File: config.mk
export PLATFORM = sky130hd
export DESIGN_NAME = traffic_sensor_conditioner
export DESIGN_NICKNAME = d
export VERILOG_FILES = /design/src/rtl/traffic_sensor_conditioner_pkg.sv /design/src/rtl/traffic_sensor_conditioner_channel.sv /design/src/rtl/traffic_sensor_conditioner.sv
export SDC_FILE = /design/constraint.sdc
export NUM_CORES = 1
export LEC_CHECK = 0
export ABC_AREA = 1
export CAP_MARGIN = 15
export CORE_MARGIN = 4
export CORE_UTILIZATION = 35
export CTS_BUF_LIST = sky130_fd_sc_hd__clkbuf_8
export CTS_CLUSTER_DIAMETER = 60
export DETAILED_ROUTE_END_ITERATION = 8
export PLACE_DENSITY_LB_ADDON = 0.1
export SLEW_MARGIN = 20
export SYNTH_ARGS = -nofsm -noshare
export SYNTH_HDL_FRONTEND = slang
export SYNTH_HIERARCHICAL = 1
export SYNTH_SLANG_ARGS = --single-unit
File: constraint.sdc
create_clock -name clk -period 1.9 [get_ports clk]
set_clock_uncertainty 0.05 [all_clocks]
set_input_delay 0.38 -clock clk [delete_from_list [all_inputs] [get_ports clk]]
set_output_delay 0.38 -clock clk [all_outputs]
set_load 0.03 [all_outputs]
File: src/rtl/traffic_sensor_conditioner_pkg.sv
// Shared types for the traffic light controller and its sensor front end.
// Light colours come from the controller; channel states belong to the conditioner.
package light_package;

    typedef enum logic [1:0] {
        red,
        yellow,
        green
    } colors;

    typedef enum logic [1:0] {
        S_IDLE,
        S_ARM,
        S_PEND,
        S_SERVE
    } chan_state_t;

    localparam int CNT_W = $clog2(15 + 1);

endpackage

File: src/rtl/traffic_sensor_conditioner_channel.sv
// One detector channel: debounce, latch the request, and hold it
// until the matching light has been green for a minimum time.
module sensor_channel
    import light_package::*;
#(
    parameter int DEBOUNCE = 3,
    parameter int SERVE    = 2
) (
    input  logic  clk,
    input  logic  reset_n,
    input  logic  raw_i,
    input  colors light_i,
    output logic  sensor_o
);

    localparam logic [CNT_W-1:0] DB_LAST = CNT_W'(DEBOUNCE - 1);
    localparam logic [CNT_W-1:0] SRV_MIN = CNT_W'(SERVE);

    chan_state_t      state_q, state_d;
    logic [CNT_W-1:0] dcnt_q, dcnt_d;
    logic [CNT_W-1:0] gcnt_q, gcnt_d;
    logic             is_green;

    assign is_green = (light_i == green);

    always_ff @(posedge clk) begin
        if (!reset_n) begin
            state_q <= S_IDLE;
            dcnt_q  <= '0;
            gcnt_q  <= '0;
        end else begin
            state_q <= state_d;
            dcnt_q  <= dcnt_d;
            gcnt_q  <= gcnt_d;
        end
    end

    always_comb begin
        state_d = state_q;
        dcnt_d  = dcnt_q;
        gcnt_d  = gcnt_q;
        unique case (state_q)
            S_IDLE: begin
                if (raw_i) begin
                    state_d = S_ARM;
                    dcnt_d  = CNT_W'(1);
                end else begin
                    dcnt_d  = '0;
                end
            end
            S_ARM: begin
                if (!raw_i) begin
                    state_d = S_IDLE;
                    dcnt_d  = '0;
                end else if (dcnt_q == DB_LAST) begin
                    state_d = S_PEND;
                    dcnt_d  = '0;
                end else begin
                    dcnt_d  = dcnt_q + CNT_W'(1);
                end
            end
            S_PEND: begin
                if (is_green) begin
                    state_d = S_SERVE;
                    gcnt_d  = CNT_W'(1);
                end
            end
            S_SERVE: begin
                if (is_green) begin
                    if (gcnt_q >= SRV_MIN && !raw_i) begin
                        state_d = S_IDLE;
                        gcnt_d  = '0;
                    end else if (gcnt_q >= SRV_MIN) begin
                        gcnt_d  = SRV_MIN;
                    end else begin
                        gcnt_d  = gcnt_q + CNT_W'(1);
                    end
                end else begin
                    // A vehicle still present when the green ends re-queues.
                    state_d = raw_i ? S_PEND : S_IDLE;
                    gcnt_d  = '0;
                end
            end
            default: begin
                state_d = S_IDLE;
                dcnt_d  = '0;
                gcnt_d  = '0;
            end
        endcase
    end

    assign sensor_o = (state_q == S_PEND) || (state_q == S_SERVE);

endmodule

File: src/rtl/traffic_sensor_conditioner.sv
// Conditions the five raw vehicle detectors into controller requests.
// Channels are independent copies of sensor_channel.
module traffic_sensor_conditioner
    import light_package::*;
#(
    parameter int DEBOUNCE = 3,
    parameter int SERVE    = 2
) (
    input  logic  clk,
    input  logic  reset_n,
    input  logic  e_str_raw,
    input  logic  w_str_raw,
    input  logic  e_left_raw,
    input  logic  w_left_raw,
    input  logic  ns_raw,
    input  colors e_str_light,
    input  colors w_str_light,
    input  colors e_left_light,
    input  colors w_left_light,
    input  colors ns_light,
    output logic  e_str_sensor,
    output logic  w_str_sensor,
    output logic  e_left_sensor,
    output logic  w_left_sensor,
    output logic  ns_sensor
);

    sensor_channel #(.DEBOUNCE(DEBOUNCE), .SERVE(SERVE)) u_e_str (
        .clk      (clk),
        .reset_n  (reset_n),
        .raw_i    (e_str_raw),
        .light_i  (e_str_light),
        .sensor_o (e_str_sensor)
    );

    sensor_channel #(.DEBOUNCE(DEBOUNCE), .SERVE(SERVE)) u_w_str (
        .clk      (clk),
        .reset_n  (reset_n),
        .raw_i    (w_str_raw),
        .light_i  (w_str_light),
        .sensor_o (w_str_sensor)
    );

    sensor_channel #(.DEBOUNCE(DEBOUNCE), .SERVE(SERVE)) u_e_left (
        .clk      (clk),
        .reset_n  (reset_n),
        .raw_i    (e_left_raw),
        .light_i  (e_left_light),
        .sensor_o (e_left_sensor)
    );

    sensor_channel #(.DEBOUNCE(DEBOUNCE), .SERVE(SERVE)) u_w_left (
        .clk      (clk),
        .reset_n  (reset_n),
        .raw_i    (w_left_raw),
        .light_i  (w_left_light),
        .sensor_o (w_left_sensor)
    );

    sensor_channel #(.DEBOUNCE(DEBOUNCE), .SERVE(SERVE)) u_ns (
        .clk      (clk),
        .reset_n  (reset_n),
        .raw_i    (ns_raw),
        .light_i  (ns_light),
        .sensor_o (ns_sensor)
    );

endmodule

==> results of run 1 <==
worst paths after layout:
kind | from | end | slack [ns] | cells after the start
min | u_e_left/gcnt_q[3]$_SDFFE_PN0P_ | u_e_left/gcnt_q[3]$_SDFFE_PN0P_ | 0.39 | 2
max | u_ns/state_q[1]$_SDFFE_PN0P_ | ns_sensor | 0.16 | 1
min reg2reg | u_e_left/gcnt_q[3]$_SDFFE_PN0P_ | u_e_left/gcnt_q[3]$_SDFFE_PN0P_ | 0.39 | 2
max reg2reg | u_ns/gcnt_q[0]$_SDFFE_PN0P_ | u_ns/state_q[1]$_SDFFE_PN0P_ | 0.62 | 9
flip-flops by register name, summed over array words and instances (netlist names), 4 cells and up:
register / cells
u_w_str/dcnt_q: 4
u_w_left/gcnt_q: 4
u_e_left/dcnt_q: 4
u_ns/dcnt_q: 4
u_e_left/gcnt_q: 4
u_w_left/dcnt_q: 4
u_w_str/gcnt_q: 4
u_e_str/gcnt_q: 4
u_ns/gcnt_q: 4
u_e_str/dcnt_q: 4
logic make-up (layout without fill, tap and decap cells):
| family | count (synthesis) | after routing | synth area share, % |
|---|---|---|---|
| adder cells (fa/ha/maj) | 20 | 20 | 8.60 |
| flip-flops | 50 | 50 | 34.4 |
| AND/OR/NAND/NOR | 200 | 200 | 35.5 |
| AO/OA/AOI/OAI | 70 | 70 | 13.1 |
| buffers and inverters | 65 | 91 | 8.39 |
layout make-up:
type / instances / area [um2]
fill: 837 / 4550
multi-input combinational: 290 / 1660
sequential: 50 / 1000
timing repair buffer: 23 / 233
inverter: 60 / 225
tap: 102 / 128
clock buffer: 6 / 82.6
clock inverter: 2 / 8.76
layout by cell type, fill, tap and decap left out:
cell              n
o211ai_1          5
clkbuf_8          6
and2_1            5
a21oi_1          35
o21ai_1           5
dfxtp_1          50
o22ai_1           5
nand2_1          75
a31oi_1          10
inv_2            10
inv_1            51
buf_4             1
clkdlybuf4s50_1  17
nand3_1          50
nand4_1           5
clkinv_2          1
nor2_1           35
dlygate4sd2_1     4
nand3_2           5
o21ai_0          10
buf_12            1
nand2_4          10
nor2_4           10
nor2_2            5
ha_1             20
repair_timing:
action / 4_1_cts / 5_1_grt
endpoints found under the setup margin: 4 / 0
gates resized for setup: 4 / 0
buffers inserted: 0 / 0
report_power, final:
group | switching [mW] | internal [mW]
clock network | 0.352 | 0.289
logic | 0.410 | 0.239
registers | 0.0954 | 1.12
total | 0.858 | 1.65
per-layer routing:
layer	vias up	wire length (um)	share of wire, %
met2	44	2550	45
li1	1375	-	-
met3	7	204	3.6
met1	1123	2880	51
met4	0	59	1.0
met5	-	0	0
==> flow_results.xml, run 1 <==
<?xml version="1.0" encoding="UTF-8"?>
<metrics>
  <group name="timing">
    <metric name="final_hold_viol_count" unit="">0</metric>
    <metric name="finalHoldWorstSlack" unit="ns">0.389</metric>
    <metric name="max-slew-margin-rel" unit="%">79.2</metric>
    <metric name="achievable-frequency" unit="MHz">574</metric>
    <metric name="fin_crit_sh" unit="%">91.7</metric>
    <metric name="final_max_slew_viol_count" unit="">0</metric>
    <metric name="setup_viol" unit="">0</metric>
    <metric name="tightest_slew" unit="ns">0.311</metric>
    <metric name="setup_ws" unit="ns">0.159</metric>
    <metric name="min_cycle_time_layout" unit="ns">1.74</metric>
    <metric name="final.setup.tns" unit="ns">0</metric>
    <metric name="rsz0062_at_grt" unit="">false</metric>
  </group>
  <group name="global_routing">
    <metric name="busiest_layer" unit="">met2</metric>
    <metric name="first_global_vias" unit="">2187</metric>
    <metric name="grt_first_pass_wirelength" unit="um">9690</metric>
    <metric name="grt_start_max_net_pins" unit="">26</metric>
    <metric name="gr-usage-met2" unit="%">18.5</metric>
    <metric name="grt_use_met3" unit="%">2.45</metric>
    <metric name="gr-usage-all-layers" unit="%">11.7</metric>
    <metric name="grt-ovfl-total" unit="">0</metric>
    <metric name="antenna_found_initial" unit="">0</metric>
    <metric name="global_route.usage.met1" unit="%">15.6</metric>
  </group>
  <group name="logic_synthesis">
    <metric name="synth_nets" unit="">442</metric>
    <metric name="asr_flop_ratio_synth" unit="%">0</metric>
    <metric name="synth.top_cells.by_area" unit="">dfxtp_1, nand2_1, ha_1, nand3_1, inv_1</metric>
    <metric name="synth-main-ff-cell" unit="">dfxtp_1</metric>
    <metric name="synth_top_cell_area_share" unit="%">34.4</metric>
    <metric name="synth_sequential_area_ratio" unit="%">34.4</metric>
    <metric name="count_of_flip_flops_with_a_built_in_enable_after_synthesis" unit="">0</metric>
    <metric name="netlist_top_cells_count" unit="">nand2_1, dfxtp_1, inv_1, nand3_1</metric>
    <metric name="synthDominantAreaCellType" unit="">dfxtp_1</metric>
    <metric name="synth.avg_cell_area" unit="um2">7.18</metric>
    <metric name="synthDistinctLibCells" unit="">20</metric>
    <metric name="yosys.cell_count.top_type" unit="">nand2_1</metric>
    <metric name="synth_seq_cells" unit="">50</metric>
    <metric name="synth_cells" unit="">405</metric>
    <metric name="synth_warnings" unit="">6</metric>
    <metric name="syn-cell-area" unit="um2">2910</metric>
  </group>
  <group name="die">
    <metric name="std_cell_rows" unit="">32</metric>
    <metric name="top_level_ports" unit="">22</metric>
    <metric name="die_area" unit="um2">9830</metric>
    <metric name="dieWidth" unit="um">99.2</metric>
    <metric name="die_height" unit="um">99.2</metric>
    <metric name="core_region_area" unit="um2">7890</metric>
    <metric name="initial_core_util" unit="%">36.9</metric>
  </group>
  <group name="cells_and_area">
    <metric name="n_antenna_cell" unit="">0</metric>
    <metric name="drive_above_1_share" unit="%">11.4</metric>
    <metric name="areaGrowthSynthToFinish" unit="%">14.9</metric>
    <metric name="layout.cell_area.non_filler" unit="um2">3340</metric>
    <metric name="layout.cells.non_filler" unit="">533</metric>
    <metric name="finalNetCount" unit="">467</metric>
    <metric name="utilization" unit="%">42.4</metric>
  </group>
  <group name="run">
    <metric name="max_cap_violations" unit="">0</metric>
  </group>
  <group name="power">
    <metric name="static-leakage-power" unit="nW">1.42</metric>
    <metric name="power.ir.vdd_worst" unit="uV">310</metric>
    <metric name="powerDensity" unit="nW/um2">750</metric>
    <metric name="totalPowerFinal" unit="mW">2.51</metric>
  </group>
  <group name="drt">
    <metric name="avgRoutedWirePerCell" unit="um">10.7</metric>
    <metric name="avgViaCountPerCell" unit="">4.78</metric>
    <metric name="drc" unit="">0</metric>
    <metric name="drt.antenna.violating_nets" unit="">0</metric>
    <metric name="detail_route.wirelength" unit="um">5690</metric>
    <metric name="vias" unit="">2549</metric>
    <metric name="drt-initial-drc-count" unit="">75</metric>
    <metric name="drtPass1Iterations" unit="">4</metric>
  </group>
  <group name="clock_network">
    <metric name="cts_h_tree_depth" unit="">2</metric>
    <metric name="postCtsHoldBufs" unit="">0</metric>
    <metric name="numCtsBuffers" unit="">5</metric>
    <metric name="insertion_delay" unit="ns">0.30</metric>
    <metric name="clock_sink_count" unit="">50</metric>
    <metric name="max-clock-path-buffers" unit="">2</metric>
    <metric name="cts_root_buf" unit="">clkbuf_8</metric>
    <metric name="clock_tree_from_tritoncts" unit="">yes</metric>
    <metric name="worst_setup_hold_path_clk_slew" unit="ns">0.09</metric>
  </group>
  <group name="place">
    <metric name="postPlaceCellArea" unit="um2">3260</metric>
    <metric name="placed_cells_incl_taps" unit="">525</metric>
    <metric name="i_o_buffers" unit="">21</metric>
    <metric name="place_ws" unit="ns">0.250</metric>
    <metric name="place.detailed.hpwl" unit="um">4120</metric>
    <metric name="place.gp.congestion" unit="">0.786</metric>
  </group>
  <group name="critical_path">
    <metric name="crit_path_end_kind" unit="">output pin</metric>
    <metric name="worstPathCellList" unit="">clkdlybuf4s50_1</metric>
    <metric name="worst_path_dominant_cell_family" unit="">buffers and inverters</metric>
    <metric name="crit_fanout" unit="">2</metric>
    <metric name="setup.worst_path.start_class" unit="">flip-flop</metric>
    <metric name="cpPeakStageDelay" unit="ns">0.67</metric>
    <metric name="crit_path_top_delay_cell" unit="">clkdlybuf4s50_1</metric>
    <metric name="timing.setup.critical_path_class" unit="">reg -&gt; out</metric>
    <metric name="worst_path_required" unit="ns">1.47</metric>
    <metric name="critPathArrivalTime" unit="ns">1.31</metric>
    <metric name="crit_buf_inv" unit="">1</metric>
  </group>
  <group name="worst_hold_path">
    <metric name="hold_path_class" unit="">reg -&gt; reg</metric>
  </group>
  <group name="status">
    <metric name="outcome" unit="">finished, final reports clean</metric>
  </group>
</metrics>
Power figures use the tool's default switching activity.
==> inputs of run 2 (changes only) <==
clock period = 1.5 ns   (was 1.9 ns; I/O delays follow)
==> flow_results.xml, run 2 (same netlist as run 1, synthesis figures left out) <==
<?xml version="1.0" encoding="UTF-8"?>
<metrics>
  <group name="timing">
    <metric name="final_max_slew_viol_count" unit="">0</metric>
    <metric name="setup_ws" unit="ns">0.115</metric>
    <metric name="max-slew-margin-rel" unit="%">79.5</metric>
    <metric name="min_cycle_time_layout" unit="ns">1.38</metric>
    <metric name="finalHoldWorstSlack" unit="ns">0.386</metric>
    <metric name="final.setup.tns" unit="ns">0</metric>
    <metric name="final_hold_viol_count" unit="">0</metric>
    <metric name="setup_viol" unit="">0</metric>
    <metric name="tightest_slew" unit="ns">0.309</metric>
    <metric name="rsz0062_at_grt" unit="">false</metric>
    <metric name="fin_crit_sh" unit="%">92.3</metric>
    <metric name="achievable-frequency" unit="MHz">722</metric>
  </group>
  <group name="cells_and_area">
    <metric name="most_common_cell_after_layout_fill_and_taps_aside" unit="">nand2_1</metric>
    <metric name="utilization" unit="%">43.6</metric>
    <metric name="layout.cells.non_filler" unit="">544</metric>
    <metric name="n_antenna_cell" unit="">0</metric>
    <metric name="mostFrequentLayoutCells" unit="">nand2_1, inv_1, nand3_1, dfxtp_1</metric>
    <metric name="areaGrowthSynthToFinish" unit="%">18.2</metric>
    <metric name="layout.cell_area.non_filler" unit="um2">3440</metric>
    <metric name="fillerInstances" unit="">810</metric>
    <metric name="finalNetCount" unit="">478</metric>
    <metric name="drive_above_1_share" unit="%">14.0</metric>
  </group>
  <group name="place">
    <metric name="place.gp.congestion" unit="">0.769</metric>
    <metric name="place_ws" unit="ns">-0.00559</metric>
    <metric name="placed_cells_incl_taps" unit="">536</metric>
    <metric name="i_o_buffers" unit="">21</metric>
    <metric name="postPlaceCellArea" unit="um2">3340</metric>
    <metric name="place.detailed.hpwl" unit="um">4330</metric>
  </group>
  <group name="critical_path">
    <metric name="worstReg2RegEnd" unit="">u_ns/state_q[1]$_SDFFE_PN0P_</metric>
    <metric name="regToRegStartpoint" unit="">u_ns/gcnt_q[0]$_SDFFE_PN0P_</metric>
    <metric name="rrSetupSlack" unit="ns">0.23</metric>
    <metric name="timing.setup.critical_path_class" unit="">reg -&gt; out</metric>
    <metric name="crit_path_end_kind" unit="">output pin</metric>
    <metric name="cpPeakStageDelay" unit="ns">0.40</metric>
    <metric name="setup.worst_path.start_class" unit="">flip-flop</metric>
    <metric name="crit_buf_inv" unit="">1</metric>
    <metric name="worst_path_required" unit="ns">1.15</metric>
    <metric name="worst_r2r_path_depth" unit="">9</metric>
    <metric name="crit_fanout" unit="">2</metric>
    <metric name="worstPathCellList" unit="">dlygate4sd2_1</metric>
    <metric name="crit_path_top_delay_cell" unit="">dlygate4sd2_1</metric>
    <metric name="critPathArrivalTime" unit="ns">1.03</metric>
    <metric name="worst_path_dominant_cell_family" unit="">buffers and inverters</metric>
  </group>
  <group name="drt">
    <metric name="avgViaCountPerCell" unit="">4.77</metric>
    <metric name="drc" unit="">0</metric>
    <metric name="drt.antenna.violating_nets" unit="">0</metric>
    <metric name="drtPass1Iterations" unit="">4</metric>
    <metric name="vias" unit="">2596</metric>
    <metric name="detail_route.wirelength" unit="um">5590</metric>
    <metric name="drt-initial-drc-count" unit="">105</metric>
    <metric name="avgRoutedWirePerCell" unit="um">10.3</metric>
  </group>
  <group name="clock_network">
    <metric name="cts_h_tree_depth" unit="">2</metric>
    <metric name="max-clock-path-buffers" unit="">2</metric>
    <metric name="clock_sink_count" unit="">50</metric>
    <metric name="postCtsHoldBufs" unit="">0</metric>
    <metric name="clock_tree_from_tritoncts" unit="">yes</metric>
    <metric name="worst_setup_hold_path_clk_slew" unit="ns">0.10</metric>
    <metric name="numCtsBuffers" unit="">5</metric>
    <metric name="insertion_delay" unit="ns">0.29</metric>
    <metric name="cts_root_buf" unit="">clkbuf_8</metric>
  </group>
  <group name="die">
    <metric name="std_cell_rows" unit="">32</metric>
    <metric name="dieWidth" unit="um">99.2</metric>
    <metric name="top_level_ports" unit="">22</metric>
    <metric name="die_area" unit="um2">9830</metric>
    <metric name="die_height" unit="um">99.2</metric>
    <metric name="initial_core_util" unit="%">36.9</metric>
    <metric name="core_region_area" unit="um2">7890</metric>
  </group>
  <group name="power">
    <metric name="power.ir.vdd_worst" unit="uV">397</metric>
    <metric name="static-leakage-power" unit="nW">1.48</metric>
    <metric name="totalPowerFinal" unit="mW">3.33</metric>
    <metric name="powerDensity" unit="nW/um2">968</metric>
  </group>
  <group name="global_routing">
    <metric name="grt-ovfl-total" unit="">0</metric>
    <metric name="antenna_found_initial" unit="">0</metric>
    <metric name="first_global_vias" unit="">2381</metric>
    <metric name="gr-usage-all-layers" unit="%">11.6</metric>
    <metric name="grt_first_pass_wirelength" unit="um">9960</metric>
    <metric name="grt_start_max_net_pins" unit="">16</metric>
  </group>
  <group name="worst_hold_path">
    <metric name="hold_path_class" unit="">reg -&gt; reg</metric>
    <metric name="min_delay_path_depth" unit="">2</metric>
    <metric name="worstHoldEndpoint" unit="">u_w_str/gcnt_q[3]$_SDFFE_PN0P_</metric>
    <metric name="hold_path.startpoint" unit="">u_w_str/gcnt_q[3]$_SDFFE_PN0P_</metric>
  </group>
  <group name="status">
    <metric name="outcome" unit="">finished, final reports clean</metric>
  </group>
  <group name="run">
    <metric name="max_cap_violations" unit="">0</metric>
  </group>
</metrics>
## run 2: cell count changes in the layout (fill, tap and decap cells not counted)
cell / previous run / this run
clkbuf_8: 6 / 5
buf_4: 1 / 13
clkinv_2: 1 / 2
inv_1: 51 / 50
bufinv_16: 0 / 1
clkdlybuf4s50_1: 17 / 16
## run 2: routing by layer
layer | vias to the layer above | track usage [%] | share of wire, %
li1 | 1404 | - | -
met1 | 1164 | 15.8 | 52
met2 | 24 | 19.0 | 44
met3 | 4 | 2.24 | 2.6
met4 | 0 | 2.94 | 0.79
met5 | - | 0 | 0
## run 2: what timing repair did
item | in CTS | in global routing
setup endpoints to repair | 4 | 0
endpoints found under the hold margin | 0 | 0
gates resized for setup | 4 | 0
buffers inserted | 0 | 0
## run 2: how the worst max path moves through the flow
| stage | end | slack, ns | cells after the start | start |
|---|---|---|---|---|
| detailed placement | u_ns/dcnt_q[2]$_SDFFE_PN0P_ | -0.006 | 6 | reset_n |
| floorplan | u_e_left/state_q[1]$_SDFFE_PN0P_ | 0.38 | 7 | u_e_left/dcnt_q[0]$_SDFFE_PN0P_ |
| CTS | e_left_sensor | 0.09 | 1 | u_e_left/state_q[1]$_SDFFE_PN0P_ |
| global placement | u_ns/dcnt_q[2]$_SDFFE_PN0P_ | -0.009 | 6 | reset_n |
| global route | u_ns/state_q[1]$_SDFFE_PN0P_ | 0.03 | 9 | u_ns/gcnt_q[0]$_SDFFE_PN0P_ |
| finish | e_left_sensor | 0.12 | 1 | u_e_left/state_q[1]$_SDFFE_PN0P_ |
## run 2: layout make-up
class	instances	area [um2]	area share, %
clock inverters	3	40.0	1.16
well taps	102	128	3.71
multi-input cells	290	1660	48.4
repair buffers	34	313	9.09
clock buffers	5	68.8	2.00
inverters	60	225	6.55
flip-flops and latches	50	1000	29.1
## run 2: report_power, final
group | total (mW) | switching [mW] | internal, mW
clock | 0.932 | 0.441 | 0.492
sequential | 1.52 | 0.0995 | 1.42
combinational | 0.877 | 0.544 | 0.333
